[src/rtl/mcu_pkg.sv]
`default_nettype none
// ============================================================================
// Module   : mcu_pkg
// Purpose  : Shared definitions for the convolution MCU: top-level state
//            encoding seen by the mux array, a constant-capable clog2, and
//            the sliding-window memory index helper.
// Ports    : none (package)
// Revision : 1.0 - initial release
// ============================================================================
package mcu_pkg;

   // Encoding is visible on o_state and decoded by the mux array.
   typedef enum logic [1:0] {
      ST_LOAD = 2'b00,
      ST_PROC = 2'b01,
      ST_OUT  = 2'b10,
      ST_IDLE = 2'b11
   } mcu_state_e;

   function automatic int clog2(input int value);
      int result;
      result = 0;
      for (int v = value - 1; v > 0; v = v >> 1) begin
         result++;
      end
      return result;
   endfunction

   // Row memory holding window offset k when the window base is s*n.
   // There are n+2 row memories used as a circular buffer.
   function automatic int win_mem(input int s, input int k, input int n);
      return (s * n + k) % (n + 2);
   endfunction

endpackage
`default_nettype wire

[src/rtl/mcu_addr_delay.sv]
`default_nettype none
// ============================================================================
// Module   : mcu_addr_delay
// Purpose  : Shift register carrying the PROC read address and a valid bit
//            so that the write-back address lines up with the convolver
//            result.
// Ports    : i_clk, i_rst_n   clock, async active-low reset
//            i_valid, i_addr  read issued this cycle (next-state view)
//            o_valid, o_addr  same address DEPTH-1 cycles later
// Revision : 1.0 - initial release
// ============================================================================
module mcu_addr_delay #(
   parameter int BITS_ADDR = 10,
   parameter int DEPTH     = 3
) (
   input  logic                 i_clk,
   input  logic                 i_rst_n,
   input  logic                 i_valid,
   input  logic [BITS_ADDR-1:0] i_addr,
   output logic                 o_valid,
   output logic [BITS_ADDR-1:0] o_addr
);

   logic [DEPTH-1:0]     valid_q, valid_d;
   logic [BITS_ADDR-1:0] addr_q [DEPTH];
   logic [BITS_ADDR-1:0] addr_d [DEPTH];

   always_comb begin
      valid_d[0] = i_valid;
      addr_d[0]  = i_addr;
      for (int i = 1; i < DEPTH; i++) begin
         valid_d[i] = valid_q[i-1];
         addr_d[i]  = addr_q[i-1];
      end
   end

   always_ff @(posedge i_clk or negedge i_rst_n) begin
      if (!i_rst_n) begin
         valid_q <= '0;
         for (int i = 0; i < DEPTH; i++) begin
            addr_q[i] <= '0;
         end
      end else begin
         valid_q <= valid_d;
         for (int i = 0; i < DEPTH; i++) begin
            addr_q[i] <= addr_d[i];
         end
      end
   end

   assign o_valid = valid_q[DEPTH-1];
   assign o_addr  = addr_q[DEPTH-1];

endmodule
`default_nettype wire

[src/rtl/mcu_ctrl_fsm.sv]
`default_nettype none
// ============================================================================
// Module   : mcu_ctrl_fsm
// Purpose  : Sequencer for the convolution MCU. Runs pixel loading, the
//            convolution pass with write-back, and result readout for one
//            block of N output rows, rotating the row-memory window.
// Ports    : i_CLK, i_RST_n        clock, async active-low reset
//            i_start, i_first      start a block / first block of image
//            i_imgLength           pixels per row, latched at start
//            i_inValid, i_outReq   host pixel strobe / result request
//            o_state, o_substate   mux array state and window rotation
//            o_memSelect           memory written in LOAD / read in OUT
//            o_rdAddr, o_wrAddr    row memory addresses
//            o_we                  per-memory write enables
//            o_outValid            result pixel valid
//            o_blockDone, o_busy   end-of-block pulse, not-idle flag
// Revision : 1.0 - initial release
// ============================================================================
module mcu_ctrl_fsm
   import mcu_pkg::*;
#(
   parameter int N         = 2,
   parameter int BITS_ADDR = 10,
   parameter int CONV_LAT  = 2,
   localparam int NM  = N + 2,
   localparam int SW  = (clog2(NM / 2) < 1) ? 1 : clog2(NM / 2),
   localparam int MSW = clog2(N + 1),
   localparam int RW  = clog2(N + 3)
) (
   input  logic                 i_CLK,
   input  logic                 i_RST_n,
   input  logic                 i_start,
   input  logic                 i_first,
   input  logic [BITS_ADDR-1:0] i_imgLength,
   input  logic                 i_inValid,
   input  logic                 i_outReq,
   output logic [1:0]           o_state,
   output logic [SW-1:0]        o_substate,
   output logic [MSW-1:0]       o_memSelect,
   output logic [BITS_ADDR-1:0] o_rdAddr,
   output logic [BITS_ADDR-1:0] o_wrAddr,
   output logic [NM-1:0]        o_we,
   output logic                 o_outValid,
   output logic                 o_blockDone,
   output logic                 o_busy
);

   mcu_state_e           state_q, state_d;
   logic [SW-1:0]        substate_q, substate_d;
   logic [BITS_ADDR-1:0] len_q, len_d;
   logic [RW-1:0]        rows_q, rows_d;
   logic [RW-1:0]        row_q, row_d;
   logic [BITS_ADDR-1:0] addr_q, addr_d;
   logic [BITS_ADDR-1:0] rd_addr_q, rd_addr_d;
   logic                 rd_act_q, rd_act_d;
   logic [BITS_ADDR-1:0] wr_addr_q, wr_addr_d;
   logic [MSW-1:0]       mem_select_q, mem_select_d;
   logic [NM-1:0]        we_q, we_d;
   logic                 wb_q, wb_d;
   logic                 out_valid_q, out_valid_d;
   logic                 block_done_q, block_done_d;

   logic [MSW-1:0]       load_mem, out_mem_first, out_mem_next;
   logic [NM-1:0]        wb_mask;
   logic                 dly_valid;
   logic [BITS_ADDR-1:0] dly_addr;

   // Read addresses are fed in from the next-state side so the delayed copy
   // leaves the shift register one cycle before it is registered into o_we.
   mcu_addr_delay #(
      .BITS_ADDR (BITS_ADDR),
      .DEPTH     (1 + CONV_LAT)
   ) u_addr_delay (
      .i_clk   (i_CLK),
      .i_rst_n (i_RST_n),
      .i_valid (rd_act_d),
      .i_addr  (rd_addr_d),
      .o_valid (dly_valid),
      .o_addr  (dly_addr)
   );

   always_comb begin
      load_mem      = MSW'(win_mem(int'(substate_q), int'(row_q), N));
      out_mem_first = MSW'(win_mem(int'(substate_q), 0, N));
      out_mem_next  = MSW'(win_mem(int'(substate_q), int'(row_q) + 1, N));
      // Write-back lands on the N memories of the current window at once.
      wb_mask = '0;
      for (int k = 0; k < N; k++) begin
         wb_mask[MSW'(win_mem(int'(substate_q), k, N))] = 1'b1;
      end
   end

   always_comb begin
      state_d      = state_q;
      substate_d   = substate_q;
      len_d        = len_q;
      rows_d       = rows_q;
      row_d        = row_q;
      addr_d       = addr_q;
      rd_addr_d    = rd_addr_q;
      rd_act_d     = rd_act_q;
      wr_addr_d    = wr_addr_q;
      mem_select_d = mem_select_q;
      we_d         = '0;
      wb_d         = 1'b0;
      out_valid_d  = 1'b0;
      block_done_d = 1'b0;

      case (state_q)
         ST_IDLE: begin
            if (i_start && (i_imgLength != '0)) begin
               state_d = ST_LOAD;
               len_d   = i_imgLength;
               rows_d  = i_first ? RW'(NM) : RW'(N);
               row_d   = '0;
               addr_d  = '0;
               // A first block fills every memory in order 0..N+1.
               if (i_first) begin
                  substate_d = '0;
               end
            end
         end

         ST_LOAD: begin
            if (i_inValid) begin
               wr_addr_d    = addr_q;
               mem_select_d = load_mem;
               we_d         = {{(NM-1){1'b0}}, 1'b1} << load_mem;
               if (addr_q == len_q - 1'b1) begin
                  addr_d = '0;
                  row_d  = row_q + 1'b1;
                  if (row_q == rows_q - 1'b1) begin
                     state_d   = ST_PROC;
                     rd_addr_d = '0;
                     rd_act_d  = 1'b1;
                  end
               end else begin
                  addr_d = addr_q + 1'b1;
               end
            end
         end

         ST_PROC: begin
            if (rd_act_q) begin
               if (rd_addr_q == len_q - 1'b1) begin
                  rd_act_d = 1'b0;
               end else begin
                  rd_addr_d = rd_addr_q + 1'b1;
               end
            end
            if (dly_valid) begin
               we_d      = wb_mask;
               wr_addr_d = dly_addr;
               wb_d      = 1'b1;
            end
            // wb_q separates the final write-back from the last LOAD write,
            // which is still on o_we in the first PROC cycle.
            if (wb_q && (wr_addr_q == len_q - 1'b1)) begin
               state_d      = ST_OUT;
               rd_addr_d    = '0;
               row_d        = '0;
               mem_select_d = out_mem_first;
            end
         end

         ST_OUT: begin
            // Read address is staged ahead so data is valid one cycle after
            // the request is accepted.
            if (block_done_q) begin
               state_d    = ST_IDLE;
               substate_d = (substate_q == SW'(NM/2 - 1)) ? '0 : substate_q + 1'b1;
            end else if (i_outReq) begin
               out_valid_d = 1'b1;
               if (rd_addr_q == len_q - 1'b1) begin
                  rd_addr_d    = '0;
                  row_d        = row_q + 1'b1;
                  mem_select_d = out_mem_next;
                  if (row_q == RW'(N - 1)) begin
                     block_done_d = 1'b1;
                  end
               end else begin
                  rd_addr_d = rd_addr_q + 1'b1;
               end
            end
         end

         default: state_d = ST_IDLE;
      endcase
   end

   always_ff @(posedge i_CLK or negedge i_RST_n) begin
      if (!i_RST_n) begin
         state_q      <= ST_IDLE;
         substate_q   <= '0;
         len_q        <= '0;
         rows_q       <= '0;
         row_q        <= '0;
         addr_q       <= '0;
         rd_addr_q    <= '0;
         rd_act_q     <= 1'b0;
         wr_addr_q    <= '0;
         mem_select_q <= '0;
         we_q         <= '0;
         wb_q         <= 1'b0;
         out_valid_q  <= 1'b0;
         block_done_q <= 1'b0;
      end else begin
         state_q      <= state_d;
         substate_q   <= substate_d;
         len_q        <= len_d;
         rows_q       <= rows_d;
         row_q        <= row_d;
         addr_q       <= addr_d;
         rd_addr_q    <= rd_addr_d;
         rd_act_q     <= rd_act_d;
         wr_addr_q    <= wr_addr_d;
         mem_select_q <= mem_select_d;
         we_q         <= we_d;
         wb_q         <= wb_d;
         out_valid_q  <= out_valid_d;
         block_done_q <= block_done_d;
      end
   end

   assign o_state     = state_q;
   assign o_substate  = substate_q;
   assign o_memSelect = mem_select_q;
   assign o_rdAddr    = rd_addr_q;
   assign o_wrAddr    = wr_addr_q;
   assign o_we        = we_q;
   assign o_outValid  = out_valid_q;
   assign o_blockDone = block_done_q;
   assign o_busy      = (state_q != ST_IDLE);

endmodule
`default_nettype wire

[config.mk]
export PLATFORM = sky130hd
export DESIGN_NAME = mcu_ctrl_fsm
export DESIGN_NICKNAME = d
export VERILOG_FILES = /design/src/rtl/mcu_pkg.sv /design/src/rtl/mcu_addr_delay.sv /design/src/rtl/mcu_ctrl_fsm.sv
export SDC_FILE = /design/constraint.sdc
export NUM_CORES = 1
export LEC_CHECK = 0
export ABC_AREA = 1
export ABC_CLOCK_PERIOD_IN_PS = 6400
export CAP_MARGIN = 20
export CORE_MARGIN = 3
export CORE_UTILIZATION = 60
export CTS_CLUSTER_SIZE = 8
export DETAILED_ROUTE_END_ITERATION = 10
export GPL_TIMING_DRIVEN = 0
export PLACE_DENSITY = 0.89
export SYNTH_ARGS = -nofsm -noshare
export SYNTH_HDL_FRONTEND = slang
export SYNTH_SLANG_ARGS = --single-unit
[constraint.sdc]
create_clock -name i_CLK -period 6.4 [get_ports i_CLK]
set_input_delay 1.28 -clock i_CLK [delete_from_list [all_inputs] [get_ports i_CLK]]
set_output_delay 1.28 -clock i_CLK [all_outputs]
set_load 0.03 [all_outputs]
==> impl_metrics.csv, run 1 <==
group,metric,value,unit
status,status,"completed",
power_and_ir_drop,intPower,886,uW
timing,drv_slew,0,
clock_network,insertion_delay,0.36,ns
logic_synthesis,synth.largest_area_cell,"dfrtp_1",
logic_synthesis,ys_types,40,
power_and_ir_drop,peakVddDrop,0.135,mV
global_route,grt_pass1_vias,4095,
logic_synthesis,synth_ff_type,"dfrtp_1",
clock_network,path_clk_slew,0.08,ns
global_route,met3_usage,3.61,%
critical_path,crit_path_end,"o_busy",
global_route,grt_usage,28.0,%
drt,drt_iter0_markers,376,
timing,fin_crit,3.19,ns
clock_network,clockRootBuffer,"clkbuf_8",
power_and_ir_drop,clkPwrFrac,26.7,%
finish,final_nets,694,
floorplan,coreArea,7370,um2
drt,routed-via-count,4293,
drt,viasPerCell,5.59,
logic_synthesis,avgSynthCellArea,7.62,um2
finish,drive_above_1_share,10.9,%
finish,antennaDiodeCount,0,
place,io_buffer_count,47,
logic_synthesis,netlist_area,4620,um2
critical_path,worstSetupPathType,"register to output port",
timing,fmax,313,MHz
timing,skew,0.0110,ns
power_and_ir_drop,power.switching,478,uW
timing,fin_setup_tns,0,ns
logic_synthesis,ys_ff_latch,80,
finish,synthToLayoutAreaGrowth,17.4,%
global_route,grt_max_degree,58,
timing,relSlewSlack,58.3,%
global_route,grt-ovfl-total,0,
critical_path,reg2reg_to,"o_rdAddr[6]",
floorplan,start_util,62.7,%
clock_network,h-tree-depth,3,
critical_path,critPathRequiredTime,5.12,ns
timing,holdWs,0.351,ns
drt,ant_nets,0,
power_and_ir_drop,p_seq_share,45.8,%
clock_network,cts_max_path_buffers,2,
logic_synthesis,synth_top_area_share,42.3,%
drt,routed_wl,11.8,mm
drt,drc,0,
global_route,use_met1,38.4,%
logic_synthesis,synth_edf_count,0,
logic_synthesis,ys_warn_count,0,
timing,period_share,49.9,%
logic_synthesis,synth-async-reset-ratio,100,%
floorplan,rows,31,
critical_path,crit_path_start,"o_state[0]",
global_route,grt.busiest_layer,"met2",
clock_network,cts_tree,"built",
timing,setup_viol,0,
floorplan,die-area,8790,um2
run,cap_violations,0,
worst_hold_path,hold_path.class,"register to register",
timing,hold_viol,0,
clock_network,numCtsBuffers,9,
drt,wl_per_cell,15.3,um
power_and_ir_drop,switching_share,35.1,%
place,gp_congestion,1.01,
global_route,grt_antenna_before_repair,0,
critical_path,startpoint_type,"register",
floorplan,die_x,93.7,um
clock_network,cts_setup_buffers,0,
global_route,grt_pass1_wl,19.1,mm
timing,grt_setup_unrepaired,"no",
critical_path,cp.arrival,1.91,ns
floorplan,io_pins,48,
power_and_ir_drop,cellLeakagePower,0.00269,uW
timing,worstMarginPinSlew,0.626,ns
floorplan,dieHeight,93.7,um
critical_path,crit_fanout,6,
logic_synthesis,synth_nets,635,
power_and_ir_drop,p_comb_share,27.4,%
critical_path,cp-end-kind,"output port",
drt,dr.pass1.iters,5,
clock_network,cts.repair.resized,0,
place,hpwl,8.84,mm
critical_path,r2r.worst_path.cells,17,
logic_synthesis,ys_seq_area_share,43.4,%
global_route,grtUsageMet2,44.2,%
critical_path,reg2reg_from,"len_q[0]",
clock_network,cts_hold_buf,0,
power_and_ir_drop,p_per_area,251,nW/um2
clock_network,clock-sinks,80,
logic_synthesis,synthCells,606,
logic_synthesis,yosys-top-cells-area,"dfrtp_1, nand2_1, nand3_1",
critical_path,reg2reg_slack,3.71,ns
==> kinds of logic after synthesis <==
kind of cell / Yosys count / synth area share [%]
flops: 80 / 43.4
fa+ha+maj: 13 / 3.52
buf+inv: 97 / 8.72
simple gates: 333 / 32.5
compound gates: 70 / 8.80
xor+xnor: 13 / 3.06
==> sequential cells by signal (all words and copies together) (netlist names), named ones only <==
name and count:
addr_q 10, len_q 10, o_rdAddr 10, o_wrAddr 10, u_addr_delay.addr_d 10, u_addr_delay.o_addr 10
o_we 4, row_q 3, o_memSelect 2, o_state 2, rows_q 2, u_addr_delay.valid_q 2
o_blockDone 1, o_outValid 1, o_substate 1, wb_q 1
==> stage by stage <==
| stage | power, uW | setup WS [ns] | std cells | utilization [%] | area (um2) |
|---|---|---|---|---|---|
| after floorplan | 866 | 3.88 | 606 | - | 4620 |
| after CTS | 1360 | 3.22 | 768 | 73.6 | 5420 |
| after global placement | 986 | 1.36 | 752 | 70.7 | 5210 |
| final | 1360 | 3.21 | 768 | 73.6 | 5420 |
| after global routing | 1440 | 3.17 | 768 | 73.6 | 5420 |
| after detailed placement | 1000 | 3.06 | 753 | 71.1 | 5240 |
==> per-layer routing <==
layer	share of wire (%)	vias up
met5	0	-
met4	3.3	0
met3	8.0	36
met2	47	188
met1	42	2023
li1	-	2046
==> power by group through the flow <==
stage               Sequential [uW]  Clock [uW]  Combinational [uW]
floorplan                       665           0                 201
global placement                628           0                 359
detailed placement              632           0                 369
CTS                             622         366                 372
global route                    632         387                 416
finish                          625         365                 374
==> Yosys cell counts, types with 5 or more instances <==
cell,n
inv_1,65
o21ai_0,35
nor2_2,6
o211ai_1,12
ha_1,13
dfrtp_1,78
nor2_1,53
a21oi_1,11
nor3_1,9
xnor2_1,6
inv_2,13
clkbuf_1,7
xor2_1,5
buf_4,10
nand2_2,9
nand2_1,178
nand3_1,49
nand4_1,7
==> how the worst min path moves through the flow <==
| stage | from | endpoint | cells past startpoint |
|---|---|---|---|
| 6_report | u_addr_delay.addr_d[4] | u_addr_delay.o_addr[4] | 0 |
| 5_1_grt | u_addr_delay.valid_q[1] | u_addr_delay.valid_q[2] | 0 |
| 4_1_cts | u_addr_delay.addr_d[4] | u_addr_delay.o_addr[4] | 0 |
| 3_5_place_dp | u_addr_delay.addr_d[4] | u_addr_delay.o_addr[4] | 0 |
| 3_3_place_gp | u_addr_delay.addr_d[1] | u_addr_delay.o_addr[1] | 0 |
| 2_1_floorplan | u_addr_delay.addr_d[0] | u_addr_delay.o_addr[0] | 0 |
==> placed cells by master, fill, tap and decap left out, drive strengths merged, types with 13 or more instances in the layout <==
cell,count
nand3,54
nor2,62
o21ai,39
buf,13
ha,13
nand2,189
inv,78
dfrtp,78
clkbuf,16
a21oi,13
clkdlybuf4s50,46
==> worst max-delay path, stage by stage (launching register included) <==
cell and delay (ns):
dfstp_2 0.60, ha_1 0.22, inv_1 0.12, clkdlybuf4s50_1 0.61
==> layout make-up <==
type	count	area, um2
fill	602	1950
buffer	18	106
clock inverter	6	61.3
sequential	80	2000
inverter	79	297
clock buffer	9	124
multi-input combinational	429	2210
tap	99	124
timing repair buffer	48	495
Note: power is estimated with default switching activity, not from simulation.
==> inputs of run 2 (changes only) <==
--- a/config.mk
+++ b/config.mk
@@ -6,14 +6,14 @@
 export NUM_CORES = 1
 export LEC_CHECK = 0
 export ABC_AREA = 1
-export ABC_CLOCK_PERIOD_IN_PS = 6400
+export ABC_CLOCK_PERIOD_IN_PS = 3000
 export CAP_MARGIN = 20
 export CORE_MARGIN = 3
-export CORE_UTILIZATION = 60
+export CORE_UTILIZATION = 57
 export CTS_CLUSTER_SIZE = 8
 export DETAILED_ROUTE_END_ITERATION = 10
 export GPL_TIMING_DRIVEN = 0
-export PLACE_DENSITY = 0.89
+export PLACE_DENSITY = 0.85
 export SYNTH_ARGS = -nofsm -noshare
 export SYNTH_HDL_FRONTEND = slang
 export SYNTH_SLANG_ARGS = --single-unit
==> constraint.sdc (replaced) <==
create_clock -name i_CLK -period 3 [get_ports i_CLK]
set_input_delay 0.6 -clock i_CLK [delete_from_list [all_inputs] [get_ports i_CLK]]
set_output_delay 0.6 -clock i_CLK [all_outputs]
set_load 0.03 [all_outputs]
==> impl_metrics.csv, run 2 (same netlist as run 1, synthesis figures left out) <==
group,metric,value,unit
clock_network,h-tree-depth,3,
finish,synthToLayoutAreaGrowth,18.0,%
status,status,"completed",
clock_network,cts_max_path_buffers,2,
floorplan,dieHeight,96.0,um
finish,drive_above_1_share,10.9,%
critical_path,r2r.worst_path.cells,17,
global_route,grt-ovfl-total,0,
critical_path,critPathRequiredTime,3.25,ns
drt,routed-via-count,4278,
clock_network,cts.repair.resized,0,
critical_path,reg2reg_from,"len_q[0]",
timing,holdWs,0.132,ns
clock_network,clock-sinks,80,
drt,wl_per_cell,15.6,um
floorplan,coreArea,7810,um2
critical_path,crit_path_start,"len_q[0]",
floorplan,die-area,9220,um2
run,cap_violations,0,
finish,final_nets,694,
clock_network,clockRootBuffer,"clkbuf_8",
critical_path,startpoint_type,"register",
critical_path,crit_path_end,"o_rdAddr[7]",
global_route,grt_pass1_wl,19.8,mm
clock_network,cts_setup_buffers,0,
timing,period_share,90.8,%
critical_path,crit_fanout,10,
finish,most-common-layout-cells,"nand2_1, dfrtp_1, inv_1",
drt,ant_nets,0,
critical_path,cp.arrival,2.97,ns
timing,skew,0.0105,ns
timing,fmax,367,MHz
timing,hold_viol,0,
timing,drv_slew,0,
critical_path,reg2reg_slack,0.28,ns
floorplan,io_pins,48,
timing,grt_setup_unrepaired,"no",
critical_path,reg2reg_to,"o_rdAddr[7]",
worst_hold_path,hold_path.class,"primary input to asynchronous set/reset pin",
clock_network,path_clk_slew,0.08,ns
timing,worstMarginPinSlew,0.655,ns
place,io_buffer_count,47,
drt,routed_wl,12.0,mm
timing,fin_crit,2.72,ns
drt,drc,0,
global_route,grt_max_degree,59,
timing,fin_setup_tns,0,ns
critical_path,worstSetupPathType,"register to register",
finish,antennaDiodeCount,0,
power_and_ir_drop,cellLeakagePower,0.00270,uW
clock_network,insertion_delay,0.35,ns
floorplan,rows,32,
power_and_ir_drop,p_per_area,551,nW/um2
place,gp_congestion,0.991,
global_route,grt_antenna_before_repair,0,
timing,setup_viol,0,
finish,final_common_cell,"nand2_1",
place,hpwl,8.97,mm
clock_network,cts_tree,"built",
global_route,grt_pass1_vias,4181,
timing,relSlewSlack,56.3,%
critical_path,cp-end-kind,"register",
floorplan,die_x,96.0,um
clock_network,numCtsBuffers,9,
power_and_ir_drop,peakVddDrop,0.243,mV
floorplan,start_util,59.2,%
drt,drt_iter0_markers,279,
global_route,grt_usage,28.2,%
clock_network,cts_hold_buf,0,
drt,viasPerCell,5.55,
drt,dr.pass1.iters,6,
run 2: cell count changes in the layout (fill, tap and decap cells not counted), sizes merged:
cell      before  now
bufinv         1    2
clkinv         5    3
clkinvlp       1    2
run 2: per-layer routing:
metal,global-route usage (%),vias up,routed length [um]
li1,-,2049,-
met1,38.2,1991,4980
met2,43.6,200,5690
met3,5.00,38,925
met4,13.7,0,397
met5,0,-,0
run 2: worst max-delay path: stages, from the launching register on:
cell	delay, ns
dfrtp_1	0.51
inv_2	0.16
ha_1	0.43
inv_1	0.08
nand2_1	0.06
nand2_1	0.04
nor2_1	0.11
nand3_1	0.09
nor2_1	0.10
nand3_1	0.08
nor2_1	0.18
nand2_1	0.11
nand2_2	0.15
inv_2	0.05
nand2_1	0.07
nand3_2	0.20
nand2_1	0.13
nand2_1	0.05
run 2: worst min-delay path by stage:
| stage | startpoint | endpoint | slack [ns] | depth (start not counted) |
|---|---|---|---|---|
| final | i_RST_n | len_q[1] | 0.13 | 1 |
| after global routing | i_RST_n | len_q[1] | 0.15 | 1 |
| after CTS | i_RST_n | len_q[1] | 0.13 | 1 |
| after detailed placement | u_addr_delay.addr_d[2] | u_addr_delay.o_addr[2] | 0.34 | 0 |
| after global placement | u_addr_delay.addr_d[0] | u_addr_delay.o_addr[0] | 0.33 | 0 |
| after floorplan | i_RST_n | asynchronous set/reset pin | 0.30 | 0 |
run 2: where the power goes:
part	internal (uW)	switching, uW
Sequential	1200	129
Clock	461	400
Combinational	315	501
run 2: area by class of cell:
type	count	area [um2]
multi-input combinational	429	2210
sequential	80	2000
inverter	79	297
tap	102	128
fill	607	2360
clock inverter	6	85.1
buffer	18	106
timing repair buffer	48	495
clock buffer	9	124
run 2: stage by stage:
step,total power (uW),std cells,util (%),worst slack [ns],instance area [um2]
floorplan,1850,606,-,0.964,4620
global placement,2110,755,66.8,-1.44,5220
detailed placement,2140,756,67.1,0.235,5240
CTS,3000,771,69.8,0.325,5450
global route,3160,771,69.8,0.0125,5450
finish,3000,771,69.8,0.276,5450
